--- src/rtl/fp_mult_pkg.sv ---
// Shared constants, state type and exponent helper for the sequential
// mantissa multiplier stage.
package fp_mult_pkg;

  localparam int MANT_W = 24;
  localparam int EXP_W  = 8;
  localparam int BIAS   = 127;
  localparam int PROD_W = 2 * MANT_W;
  localparam int EXPS_W = EXP_W + 2;
  localparam int CNT_W  = $clog2(MANT_W);

  typedef enum logic [1:0] {
    IDLE = 2'd0,
    RUN  = 2'd1,
    DONE = 2'd2
  } state_e;

  // Two guard bits hold the full -127..383 range as two's complement.
  function automatic logic [EXPS_W-1:0] exp_sum(input logic [EXP_W-1:0] e1,
                                                input logic [EXP_W-1:0] e2);
    return {2'b00, e1} + {2'b00, e2} - EXPS_W'(BIAS);
  endfunction

endpackage

--- src/rtl/fp_shift_add_dp.sv ---
// Radix-2 shift-add datapath: multiplicand, accumulator and multiplier
// registers plus the single adder. Sequencing comes from the parent FSM.
module fp_shift_add_dp
  import fp_mult_pkg::*;
(
  input  logic              clk,
  input  logic              rst_n,
  input  logic              load,
  input  logic              step,
  input  logic              clear,
  input  logic [MANT_W-1:0] mcand_i,
  input  logic [MANT_W-1:0] mplier_i,
  output logic [PROD_W-1:0] prod_next_o
);

  logic [MANT_W-1:0] mcand_q, mcand_d;
  logic [MANT_W-1:0] acc_q, acc_d;
  logic [MANT_W-1:0] mplier_q, mplier_d;
  logic [MANT_W:0]   sum;

  // {carry,acc,mplier} shifted right by one after the conditional add; the
  // carry lands in the accumulator MSB so it never needs its own register.
  always_comb begin
    sum         = {1'b0, acc_q} + (mplier_q[0] ? {1'b0, mcand_q} : '0);
    prod_next_o = {sum, mplier_q[MANT_W-1:1]};
    mcand_d     = mcand_q;
    acc_d       = acc_q;
    mplier_d    = mplier_q;
    if (clear) begin
      mcand_d  = '0;
      acc_d    = '0;
      mplier_d = '0;
    end else if (load) begin
      mcand_d  = mcand_i;
      acc_d    = '0;
      mplier_d = mplier_i;
    end else if (step) begin
      acc_d    = prod_next_o[PROD_W-1:MANT_W];
      mplier_d = prod_next_o[MANT_W-1:0];
    end
  end

  always_ff @(posedge clk or negedge rst_n) begin
    if (!rst_n) begin
      mcand_q  <= '0;
      acc_q    <= '0;
      mplier_q <= '0;
    end else begin
      mcand_q  <= mcand_d;
      acc_q    <= acc_d;
      mplier_q <= mplier_d;
    end
  end

endmodule

--- src/rtl/fp_mant_mult_seq.sv ---
// Single-precision multiply stage: sign XOR, unbiased exponent sum and a
// 48-bit mantissa product from a sequential shift-add datapath.
//
//   state | meaning
//   IDLE  | waiting for operands, in_ready=1
//   RUN   | one shift-add step per cycle, MANT_W steps
//   DONE  | result held with out_valid=1 until out_ready
module fp_mant_mult_seq
  import fp_mult_pkg::*;
(
  input  logic                     clk,
  input  logic                     rst_n,
  input  logic                     in_valid,
  output logic                     in_ready,
  input  logic                     S1,
  input  logic                     S2,
  input  logic [EXP_W-1:0]         E1,
  input  logic [EXP_W-1:0]         E2,
  input  logic [MANT_W-1:0]        M1,
  input  logic [MANT_W-1:0]        M2,
  output logic                     out_valid,
  input  logic                     out_ready,
  output logic                     S_out,
  output logic signed [EXPS_W-1:0] E_sum,
  output logic [PROD_W-1:0]        P
);

  state_e             state_q, state_d;
  logic [CNT_W-1:0]   cnt_q, cnt_d;
  logic               s_q, s_d;
  logic [EXPS_W-1:0]  e_q, e_d;
  logic [PROD_W-1:0]  p_q, p_d;
  logic               dp_load, dp_step, dp_clear;
  logic [PROD_W-1:0]  dp_prod_next;

  fp_shift_add_dp u_dp (
    .clk         (clk),
    .rst_n       (rst_n),
    .load        (dp_load),
    .step        (dp_step),
    .clear       (dp_clear),
    .mcand_i     (M1),
    .mplier_i    (M2),
    .prod_next_o (dp_prod_next)
  );

  always_comb begin
    state_d  = state_q;
    cnt_d    = cnt_q;
    s_d      = s_q;
    e_d      = e_q;
    p_d      = p_q;
    dp_load  = 1'b0;
    dp_step  = 1'b0;
    dp_clear = 1'b0;
    case (state_q)
      IDLE: begin
        if (in_valid) begin
          dp_load = 1'b1;
          cnt_d   = '0;
          s_d     = S1 ^ S2;
          e_d     = exp_sum(E1, E2);
          // A zero operand makes the product trivially zero; skip the run.
          if (M1 == '0 || M2 == '0) begin
            state_d = DONE;
            p_d     = '0;
          end else begin
            state_d = RUN;
          end
        end
      end
      RUN: begin
        dp_step = 1'b1;
        cnt_d   = cnt_q + 1'b1;
        if (cnt_q == CNT_W'(MANT_W - 1)) begin
          state_d = DONE;
          p_d     = dp_prod_next;
        end
      end
      DONE: begin
        if (out_ready) begin
          state_d  = IDLE;
          dp_clear = 1'b1;
        end
      end
      default: state_d = IDLE;
    endcase
  end

  always_ff @(posedge clk or negedge rst_n) begin
    if (!rst_n) begin
      state_q <= IDLE;
      cnt_q   <= '0;
      s_q     <= 1'b0;
      e_q     <= '0;
      p_q     <= '0;
    end else begin
      state_q <= state_d;
      cnt_q   <= cnt_d;
      s_q     <= s_d;
      e_q     <= e_d;
      p_q     <= p_d;
    end
  end

  assign in_ready  = (state_q == IDLE);
  assign out_valid = (state_q == DONE);
  assign S_out     = s_q;
  assign E_sum     = $signed(e_q);
  assign P         = p_q;

endmodule

--- config.mk ---
export PLATFORM = sky130hd
export DESIGN_NAME = fp_mant_mult_seq
export DESIGN_NICKNAME = d
export VERILOG_FILES = /design/src/rtl/fp_mult_pkg.sv /design/src/rtl/fp_shift_add_dp.sv /design/src/rtl/fp_mant_mult_seq.sv
export SDC_FILE = /design/constraint.sdc
export NUM_CORES = 1
export LEC_CHECK = 0
export BUFFER_PORTS_ARGS = -buffer_cell sky130_fd_sc_hd__buf_2
export CAP_MARGIN = 20
export CORE_MARGIN = 2
export CORE_UTILIZATION = 30
export DETAILED_ROUTE_END_ITERATION = 10
export PLACE_DENSITY = 0.52
export SETUP_SLACK_MARGIN = 0.05
export SYNTH_ARGS = -nofsm -noshare
export SYNTH_HDL_FRONTEND = slang
export SYNTH_SLANG_ARGS = --single-unit
--- constraint.sdc ---
create_clock -name clk -period 3.3 [get_ports clk]
set_input_delay 0.66 -clock clk [delete_from_list [all_inputs] [get_ports clk]]
set_output_delay 0.66 -clock clk [all_outputs]
set_load 0.02 [all_outputs]
==> results of run 1 <==
-- metrics by stage --
| step | area, µm² | utilization [%] |
|---|---|---|
| after floorplan | 7260 | - |
| after global placement | 8350 | 35.4 |
| after detailed placement | 8350 | 35.4 |
| after CTS | 8940 | 37.9 |
| after global routing | 8940 | 37.9 |
| final | 8940 | 37.9 |
-- routing by layer --
metal / routed length, µm / up-vias / GRT usage (%)
li1: - / 3013 / -
met1: 9860 / 2975 / 23.5
met2: 9220 / 161 / 25.2
met3: 1350 / 22 / 4.48
met4: 410 / 0 / 5.95
met5: 0 / - / 0
-- cells by family after synthesis --
kind of cell / synth area share [%]
adder cells (fa/ha/maj): 7.44
XOR/XNOR: 3.26
AND/OR/NAND/NOR: 17.9
buffers and inverters: 2.89
AO/OA/AOI/OAI: 20.3
multiplexers: 0.620
flip-flops: 47.5
-- cell usage after synthesis, types with 3 or more instances --
cell type and n:
sky130_fd_sc_hd__a21o_1 11, sky130_fd_sc_hd__a21oi_1 49, sky130_fd_sc_hd__a22o_1 51, sky130_fd_sc_hd__a31oi_1 28, sky130_fd_sc_hd__and2_1 26, sky130_fd_sc_hd__and3_1 4, sky130_fd_sc_hd__buf_1 5, sky130_fd_sc_hd__buf_2 3
sky130_fd_sc_hd__clkbuf_1 31, sky130_fd_sc_hd__dfrtp_1 138, sky130_fd_sc_hd__ha_1 40, sky130_fd_sc_hd__inv_1 16, sky130_fd_sc_hd__mux2_2 4, sky130_fd_sc_hd__nand2_1 141, sky130_fd_sc_hd__nand2b_1 7, sky130_fd_sc_hd__nand3_1 29
sky130_fd_sc_hd__nand4_1 3, sky130_fd_sc_hd__nor2_1 45, sky130_fd_sc_hd__nor2b_1 5, sky130_fd_sc_hd__nor3_1 5, sky130_fd_sc_hd__nor4_1 12, sky130_fd_sc_hd__o21a_1 6, sky130_fd_sc_hd__o21ai_0 42, sky130_fd_sc_hd__o21ai_1 5
sky130_fd_sc_hd__xnor2_1 19, sky130_fd_sc_hd__xor2_1 8
-- final cells by class --
class                      count  area, µm²
inverter                      16       60.1
tap                          319        399
clock inverter                14        153
sequential                   138       3450
multi-input combinational    579       3610
fill                        2427      14700
timing repair buffer         151        827
clock buffer                  18        439
-- layout by cell type, fill, tap and decap left out, types with 7 or more instances in the layout --
master / count
sky130_fd_sc_hd__nand2_1: 140
sky130_fd_sc_hd__clkbuf_16: 17
sky130_fd_sc_hd__nand2b_1: 7
sky130_fd_sc_hd__buf_2: 129
sky130_fd_sc_hd__inv_1: 16
sky130_fd_sc_hd__a21o_1: 11
sky130_fd_sc_hd__xnor2_1: 19
sky130_fd_sc_hd__dfrtp_1: 138
sky130_fd_sc_hd__a21oi_1: 49
sky130_fd_sc_hd__a22o_1: 51
sky130_fd_sc_hd__buf_4: 20
sky130_fd_sc_hd__xor2_1: 8
sky130_fd_sc_hd__a31oi_1: 28
sky130_fd_sc_hd__ha_1: 40
sky130_fd_sc_hd__nand3_1: 29
sky130_fd_sc_hd__o21ai_0: 42
sky130_fd_sc_hd__and2_1: 26
sky130_fd_sc_hd__nor4_1: 12
sky130_fd_sc_hd__nor2_1: 44
-- state kept, by name, indices dropped and copies added, names as in the netlist --
signal,flops
u_dp.acc_q,24
u_dp.mplier_q,24
u_dp.mcand_q,24
E_sum,10
S_out,1
P,48
state_q,2
cnt_q,5
-- worst paths after layout --
check | endpoint
setup / recovery | u_dp.acc_q[23]
hold reg to reg | P[32]
hold / removal | P[35]
min in group clk | state_q[1]
max in group asynchronous | P[45]
setup reg to reg | u_dp.acc_q[23]
-- report_power, final --
group	switching, mW	leakage (nW)	total, mW	internal, mW
Sequential	0.518	1.71	3.02	2.50
Clock	0.854	0.283	1.95	1.09
Combinational	2.64	2.43	4.44	1.81
Total	4.01	4.43	9.41	5.40
==> results.txt, run 1 <==
----------------------------------------------------
[Cells and area]
  Nets ... 1015
  Number of antenna cells inserted ... 0
  Area Overhead vs Synth ... 23.2%
  Count of placed standard cells in the final layout, fillers left out ... 1235
  Share of cells above drive strength 1 ... 22.3%

[Floorplan]
  Cell row count ... 56
  Vertical die dimension ... 160 µm
  Initial Util ... 30.8%
  Die width ... 160 µm
  Die Area ... 0.0255 mm²
  Core area ... between 0.02 and 0.025 mm²
  IO Pins ... 131

[Worst setup path]
  Cell family with most CP delay ... compound AO/OA/AOI/OAI gates
  Crit path required time ... 3590 ps
  Count of buffer and inverter cells on the critical path ... 1
  Start point of the critical path ... u_dp.mcand_q[0]
  Most Frequent Cell on Critical Path ... sky130_fd_sc_hd__o21ai_2
  R2R Path Start ... u_dp.mcand_q[0]
  Critical path data arrival time ... 3010 ps
  Count of cells along the worst register-to-register path ... 11
  Largest fanout of any net on the critical path ... 4
  Critical Path End Type ... flop
  Classification of the worst setup path ... flop to flop
  Total number of cells along the worst setup path ... 11
  Worst setup SP type ... flop
  Maximum single-stage delay on the critical path ... 390 ps
  Standard cell with the maximum stage delay on the critical path ... sky130_fd_sc_hd__a311o_1
  Worst path cell trace ... and2_1, ha_1, inv_1, fa_1, and2b_2, o211a_1, o21ai_2, o21ai_2, a311o_1, a31oi_2, o22ai_1
  Slack of the worst reg-to-reg path ... 590 ps

[Clock network]
  Setup repair bufs after CTS ... 0
  Cts hold-fix bufs ... 0
  Total number of H-tree levels ... 4
  CTS max path bufs ... 2
  Worst skew pair latency ... 430 ps
  Post-cts sizing count ... 0
  Number of buffers created by CTS ... 17
  TritonCTS clock tree ... built
  Clk slew on worst S/H paths ... 60 ps
  Number of sinks handled by clock tree synthesis ... approximately 140
  Root Buffer ... sky130_fd_sc_hd__clkbuf_16

[STA]
  Max-slew violations ... 0
  Least setup slack across all paths after layout ... roughly 590 ps
  Worst clock skew ... 16.3 ps
  Final number of setup-violating endpoints ... 0
  Fmax ... 369 MHz
  Final TNS setup ... 0 ps
  Time the worst path needs with I/O delays and setup ... 2710 ps
  Minimum hold slack ... 167 ps
  Measured slew at the worst slew-check pin ... around 940 ps
  Tightest slew margin relative to the limit ... a little under two fifths
  RSZ-0062 raised after global routing ... no
  Final critical-path share of the clock period ... between 80% and 90%
  Count of endpoints failing hold in the final timing report ... 0

[Place]
  Count of input and output buffers ... 130
  Post-place setup slack ... 516 ps
  Number of placed instances, taps included ... 1203
  Post-DP HPWL ... 14800 µm
  Placer's final routability congestion estimate ... 0.893

[Power and ir drop]
  Reported leakage power ... 4.43 nW
  Power, Total ... roughly 9.4 mW
  Power per cell area ... around 1100 mW/mm²
  IR Drop Worst-Case VDD ... around 0.43 mV

[GRT]
  Number of global-route vias before repair ... 6246
  Maximum number of pins on one net before global-route repair ... 79
  Aggregate global routing overflow ... 0
  Gr usage total ... around 17%
  Antenna violations before repair ... 1
  Global-route wire length before repair ... 33900 µm

[Routing]
  Drt drc ... 0
  Detailed-route vias per instance ... ~5.0
  Final routed wirelength across all metal layers ... 20800 µm
  Antenna Nets Post-Route ... 0
  Vias ... 6171
  WL per Instance ... 16.9 µm
  Count of TritonRoute iterations in the first routing pass ... 4
  DR iter-0 viols ... 432

[Yosys]
  Synth cell types ... 54
  Gate count of the mapped netlist ... 772
  Post-Syn Nets ... 884
  Number of synthesized flops with an enable pin ... 0
  Share of Yosys cell area claimed by the top area cell type ... a little under half
  Prevailing post-synth register cell ... sky130_fd_sc_hd__dfrtp_1
  Post-synth top area cell ... sky130_fd_sc_hd__dfrtp_1
  Fraction of the yosys area taken by sequential cells ... 47.5%
  Top cells by area in the synthesized netlist ... sky130_fd_sc_hd__dfrtp_1 (48%), sky130_fd_sc_hd__nand2_1 (7.3%), sky130_fd_sc_hd__ha_1 (6.9%)
  Average cell area after synthesis ... 9.41 µm²
  YS warnings ... 0
  FF+latch count, synth ... roughly 140
  Share of synthesized registers carrying an async set or reset ... 100%
  Combined area of all synthesized cells ... 0.00726 mm²

[Hold path]
  Worst hold path type ... input pin to async pin

[Job]
  Max-cap check violation count ... 0

[Run status]
  Run status ... completed

----------------------------------------------------
No activity file was read; power rests on OpenSTA's default activity.
==> inputs of run 2 (changes only) <==
==> constraint.sdc (replaced) <==
create_clock -name clk -period 2.6 [get_ports clk]
set_input_delay 0.52 -clock clk [delete_from_list [all_inputs] [get_ports clk]]
set_output_delay 0.52 -clock clk [all_outputs]
set_load 0.02 [all_outputs]
==> results.txt, run 2 (synthesized netlist as in run 1, its figures left out) <==
----------------------------------------------------
[Worst setup path]
  Worst path cell trace ... and2_4, ha_4, inv_2, fa_2, and2b_2, o211ai_1, a21o_1, a21oi_2, a41oi_2, xnor2_2, a22o_1
  Classification of the worst setup path ... flop to flop
  Worst setup SP type ... flop
  Critical path data arrival time ... ~2800 ps
  Maximum single-stage delay on the critical path ... 410 ps
  Critical Path End Type ... flop
  Largest fanout of any net on the critical path ... 6
  Crit path required time ... 2910 ps
  Slack of the worst reg-to-reg path ... 80 ps
  Worst R2R End ... u_dp.acc_q[21]
  Count of cells along the worst register-to-register path ... 11
  R2R Path Start ... u_dp.mplier_q[0]
  Start point of the critical path ... u_dp.mplier_q[0]
  Standard cell with the maximum stage delay on the critical path ... sky130_fd_sc_hd__dfrtp_2

[STA]
  Tightest slew margin relative to the limit ... 62.6%
  Worst clock skew ... slightly above 9 ps
  Fmax ... 396 MHz
  Time the worst path needs with I/O delays and setup ... between 2000 and 3000 ps
  Measured slew at the worst slew-check pin ... 560 ps
  Count of endpoints failing hold in the final timing report ... 0
  Minimum hold slack ... roughly 42 ps
  Final critical-path share of the clock period ... 97.1%
  RSZ-0062 raised after global routing ... yes
  Max-slew violations ... 0
  Final number of setup-violating endpoints ... 0

[Cells and area]
  Max reg flops ... 48
  Area of combinational cells with multiple inputs ... 0.00395 mm²
  Filler instances ... 2398
  Nets ... 1043
  Final design area excluding fillers ... 0.00949 mm²
  Register cell area after layout ... 0.00345 mm²
  Commonest cells after routing, fill and taps aside ... sky130_fd_sc_hd__nand2_1 (138), sky130_fd_sc_hd__dfrtp_1 (137), sky130_fd_sc_hd__buf_2 (129)
  Commonest non-fill, non-tap cell in the layout ... sky130_fd_sc_hd__nand2_1
  Area Overhead vs Synth ... 30.6%
  Share of cells above drive strength 1 ... around 30%

[Power and ir drop]
  Reported leakage power ... 4.59 nW
  Power per cell area ... 1350 mW/mm²
  IR Drop Worst-Case VDD ... 0.479 mV

[Clock network]
  TritonCTS clock tree ... built
  CTS max path bufs ... 2
  Worst skew pair latency ... 420 ps
  Cts hold-fix bufs ... 0
  Clk slew on worst S/H paths ... 60 ps
  Number of buffers created by CTS ... 17
  Total number of H-tree levels ... 4
  Number of sinks handled by clock tree synthesis ... 138
  Root Buffer ... sky130_fd_sc_hd__clkbuf_16

[Place]
  Placer's final routability congestion estimate ... 0.891
  Post-DP HPWL ... 15000 µm
  Area after detailed placement ... 0.00855 mm²
  Count of input and output buffers ... 130

[GRT]
  Global-route wire length before repair ... 34100 µm
  Gr usage total ... 16.8%
  Antenna violations before repair ... 1
  Aggregate global routing overflow ... 0
  Number of global-route vias before repair ... 6334
  Maximum number of pins on one net before global-route repair ... 58

[Floorplan]
  Die width ... around 160 µm
  Vertical die dimension ... between 150 and 200 µm
  Die Area ... 0.0255 mm²
  Cell row count ... 56
  Core area ... 0.0236 mm²
  Initial Util ... a little under a third
  IO Pins ... approximately 130

[Routing]
  WL per Instance ... 16.8 µm
  Drt drc ... 0
  Vias ... roughly 6200
  Final routed wirelength across all metal layers ... 21300 µm
  Count of TritonRoute iterations in the first routing pass ... 5
  DR iter-0 viols ... 319
  Detailed-route vias per instance ... 4.92
  Antenna Nets Post-Route ... 0

[Job]
  Max-cap check violation count ... 0

[Run status]
  Run status ... completed

[Hold path]
  Worst hold path type ... input pin to async pin

----------------------------------------------------
run 2: cell count changes in the layout (fill, tap and decap cells not counted), moves of 3 or more:
cell | previous run | this run
sky130_fd_sc_hd__o21ai_4 | 0 | 3
sky130_fd_sc_hd__buf_4 | 20 | 46
sky130_fd_sc_hd__a21oi_2 | 2 | 10
sky130_fd_sc_hd__o21ai_2 | 2 | 5
sky130_fd_sc_hd__ha_2 | 0 | 4
sky130_fd_sc_hd__ha_1 | 40 | 28
sky130_fd_sc_hd__nor2_1 | 44 | 40
sky130_fd_sc_hd__ha_4 | 0 | 8
sky130_fd_sc_hd__o21ai_0 | 42 | 36
sky130_fd_sc_hd__a21oi_1 | 49 | 39
sky130_fd_sc_hd__nor2_2 | 1 | 4
run 2: metrics by stage:
step	utilization, %	power [mW]	std cells	setup slack (ps)	TNS, ps
2_1_floorplan	-	7.82	772	58.2	0
3_3_place_gp	36.2	9.80	1228	23.5	0
3_5_place_dp	36.2	9.86	1228	-23.0	-60.3
4_1_cts	38.8	12.4	1260	59.4	0
5_1_grt	40.2	13.9	1263	-3.32	-3.32
6_report	40.2	12.8	1264	76.4	0
run 2: worst max-delay path: cells and delay by family, from the launching register on:
kind	cells	cell delay, ps
AOI/OAI and AO/OA	5	920
adders and majority gates	2	440
and+or+nand+nor	2	410
DFF	1	410
xor gates and xnor gates	1	180
buffers and inverters	1	40
run 2: routing by layer:
layer	track usage, %	part of all wire (%)	vias to the layer above	routed length, µm
li1	-	-	3071	-
met1	23.0	48	2988	10200
met2	26.4	45	139	9630
met3	4.19	5.3	21	1130
met4	4.46	1.4	0	288
met5	0	0	-	0
run 2: timing repair:
action	in CTS	in global routing
resized for setup	11	58
setup endpoints to repair	11	26
setup buffers	0	3
pin swaps	9	18
run 2: worst max-delay path by stage:
| stage | slack, ps | end |
|---|---|---|
| 2_1_floorplan | 60 | P[45] |
| 3_3_place_gp | 20 | P[45] |
| 3_5_place_dp | -20 | P[42] |
| 4_1_cts | 60 | P[38] |
| 5_1_grt | -3 | P[45] |
| 6_report | 80 | u_dp.acc_q[21] |
run 2: power breakdown:
| group | internal (mW) | leakage (nW) | switching, mW |
|---|---|---|---|
| registers | 3.18 | 1.71 | 0.713 |
| logic | 2.85 | 2.60 | 3.70 |
| clock network | 1.28 | 0.279 | 1.12 |
| total | 7.31 | 4.59 | 5.53 |
run 2: cell type report:
class	count	share of cell area (%)
antenna	1	0.0264
clock buffer	17	4.48
clock inverter	15	1.54
inverter	16	0.633
multi-input combinational	579	41.6
sequential	138	36.4
tap	319	4.21
timing repair buffer	179	11.1
==> inputs of run 3 (changes only) <==
--- a/config.mk
+++ b/config.mk
@@ -5,12 +5,12 @@
 export SDC_FILE = /design/constraint.sdc
 export NUM_CORES = 1
 export LEC_CHECK = 0
-export BUFFER_PORTS_ARGS = -buffer_cell sky130_fd_sc_hd__buf_2
+export BUFFER_PORTS_ARGS = -buffer_cell sky130_fd_sc_hd__clkbuf_2
 export CAP_MARGIN = 20
 export CORE_MARGIN = 2
-export CORE_UTILIZATION = 30
+export CORE_UTILIZATION = 55
 export DETAILED_ROUTE_END_ITERATION = 10
-export PLACE_DENSITY = 0.52
+export PLACE_DENSITY = 0.83
 export SETUP_SLACK_MARGIN = 0.05
 export SYNTH_ARGS = -nofsm -noshare
 export SYNTH_HDL_FRONTEND = slang
==> results.txt, run 3 (synthesized netlist as in run 1, its figures left out) <==
----------------------------------------------------
[Run status]
  Run status ... completed

[STA]
  Minimum hold slack ... between 300 and 400 ps
  RSZ-0062 raised after global routing ... yes
  Time the worst path needs with I/O delays and setup ... 2520 ps
  Final number of setup-violating endpoints ... 0
  Count of endpoints failing hold in the final timing report ... 0
  Max-slew violations ... 0
  Least setup slack across all paths after layout ... 77.2 ps
  Measured slew at the worst slew-check pin ... 870 ps
  Worst clock skew ... 6.58 ps
  Tightest slew margin relative to the limit ... a little over two fifths
  Fmax ... 396 MHz
  Final critical-path share of the clock period ... a little over nine tenths

[Clock network]
  CTS max path bufs ... 2
  Number of sinks handled by clock tree synthesis ... about 140
  Total number of H-tree levels ... 4
  Number of buffers created by CTS ... 17
  Clk slew on worst S/H paths ... 60 ps
  TritonCTS clock tree ... built
  Root Buffer ... sky130_fd_sc_hd__clkbuf_16
  Worst skew pair latency ... 430 ps

[Cells and area]
  Number of antenna cells inserted ... 0
  Commonest non-fill, non-tap cell in the layout ... sky130_fd_sc_hd__dfrtp_1
  Max reg flops ... 48
  Filler instances ... 926
  Area Overhead vs Synth ... 26.9%
  Nets ... 1044
  Share of cells above drive strength 1 ... 28.0%
  Commonest cells after routing, fill and taps aside ... sky130_fd_sc_hd__dfrtp_1 (138), sky130_fd_sc_hd__nand2_1 (137), sky130_fd_sc_hd__clkbuf_2 (129)

[Floorplan]
  Vertical die dimension ... 119 µm
  Die Area ... 0.0141 mm²
  Initial Util ... 56.9%
  IO Pins ... ~130
  Core area ... 0.0128 mm²
  Die width ... 119 µm
  Cell row count ... 41

[GRT]
  Antenna violations before repair ... 0
  Gr usage total ... 28.6%
  Number of global-route vias before repair ... 6622
  Maximum number of pins on one net before global-route repair ... 55
  Aggregate global routing overflow ... 0
  Global-route wire length before repair ... 32100 µm

[Worst setup path]
  Critical path data arrival time ... 2840 ps
  Worst setup SP type ... flop
  Largest fanout of any net on the critical path ... 3
  Crit path required time ... 2920 ps
  Classification of the worst setup path ... flop to flop
  Critical Path End Type ... flop
  Slack of the worst reg-to-reg path ... roughly 77 ps

[Routing]
  DR iter-0 viols ... 530
  WL per Instance ... 17.8 µm
  Detailed-route vias per instance ... 5.82
  Drt drc ... 0
  Final routed wirelength across all metal layers ... slightly below 20000 µm
  Vias ... 6497
  Count of TritonRoute iterations in the first routing pass ... 5
  Antenna Nets Post-Route ... 0

[Place]
  Placer's final routability congestion estimate ... 0.943
  Post-place setup slack ... -37.7 ps
  Count of input and output buffers ... 130
  Post-DP HPWL ... 13800 µm

[Power and ir drop]
  Power per cell area ... 1390 mW/mm²
  Reported leakage power ... 4.58 nW
  IR Drop Worst-Case VDD ... between 0.6 and 0.7 mV
  Power, Total ... 12.8 mW

[Hold path]
  Worst hold path type ... input pin to flop

[Job]
  Max-cap check violation count ... 0

----------------------------------------------------
## run 3: path summary, 6_finish.rpt
path | start | end | cells past startpoint
setup / recovery | u_dp.mplier_q[0] | P[39] | 12
hold / removal | M1[0] | u_dp.mcand_q[0] | 3
setup reg to reg | u_dp.mplier_q[0] | P[39] | 12
hold reg to reg | P[24] | P[24] | 2
max in group asynchronous | rst_n | P[8] | 3
min in group asynchronous | rst_n | P[36] | 2
## run 3: stage by stage
| step | cells | cell area (µm²) | utilization [%] | TNS [ps] |
|---|---|---|---|---|
| after CTS | 1112 | 8960 | 70.2 | 0 |
| final | 1116 | 9220 | 72.2 | 0 |
| after global routing | 1116 | 9220 | 72.2 | -14.7 |
| after detailed placement | 1078 | 8340 | 65.3 | -41.5 |
| after floorplan | 772 | 7260 | - | 0 |
| after global placement | 1078 | 8340 | 65.3 | 0 |
## run 3: layer usage
metal | global-route usage (%) | up-vias | wire length (µm)
met5 | 0 | - | 0
met4 | 12.9 | 0 | 665
met3 | 8.67 | 52 | 1290
met2 | 44.6 | 234 | 9270
met1 | 36.7 | 3152 | 8640
li1 | - | 3059 | -
## run 3: repair_timing
action                     CTS  global route
hold buffers                 1             0
setup endpoints to repair   10            24
setup buffers                2             3
pin swaps                    6            16
gates resized for setup      6            47
gates cloned                 0             0
hold endpoints to repair    28             0
## run 3: where the power goes
group	switching, mW	internal (mW)	total [mW]
Combinational	3.71	2.83	6.54
Sequential	0.718	3.18	3.90
Clock	0.899	1.45	2.35
## run 3: worst max-delay path: stages (launching register included)
cell and delay, ps:
sky130_fd_sc_hd__dfrtp_1 350, sky130_fd_sc_hd__and2_1 130, sky130_fd_sc_hd__ha_2 180, sky130_fd_sc_hd__inv_2 40, sky130_fd_sc_hd__fa_2 350, sky130_fd_sc_hd__and2b_2 250
sky130_fd_sc_hd__o211a_1 210, sky130_fd_sc_hd__o21ai_2 90, sky130_fd_sc_hd__o21ai_2 190, sky130_fd_sc_hd__buf_4 150, sky130_fd_sc_hd__xnor2_2 100, sky130_fd_sc_hd__nor2_2 80
sky130_fd_sc_hd__mux2_4 280
## run 3: layout make-up
| cell class | count | area (µm²) | area share (%) |
|---|---|---|---|
| Sequential cell | 138 | 3450 | 37.5 |
| Timing Repair Buffer | 180 | 1060 | 11.5 |
| Clock buffer | 24 | 472 | 5.12 |
| Inverter | 16 | 60.1 | 0.652 |
| Tap cell | 172 | 215 | 2.33 |
| Multi-Input combinational cell | 579 | 3860 | 41.9 |
| Clock inverter | 7 | 92.6 | 1.00 |
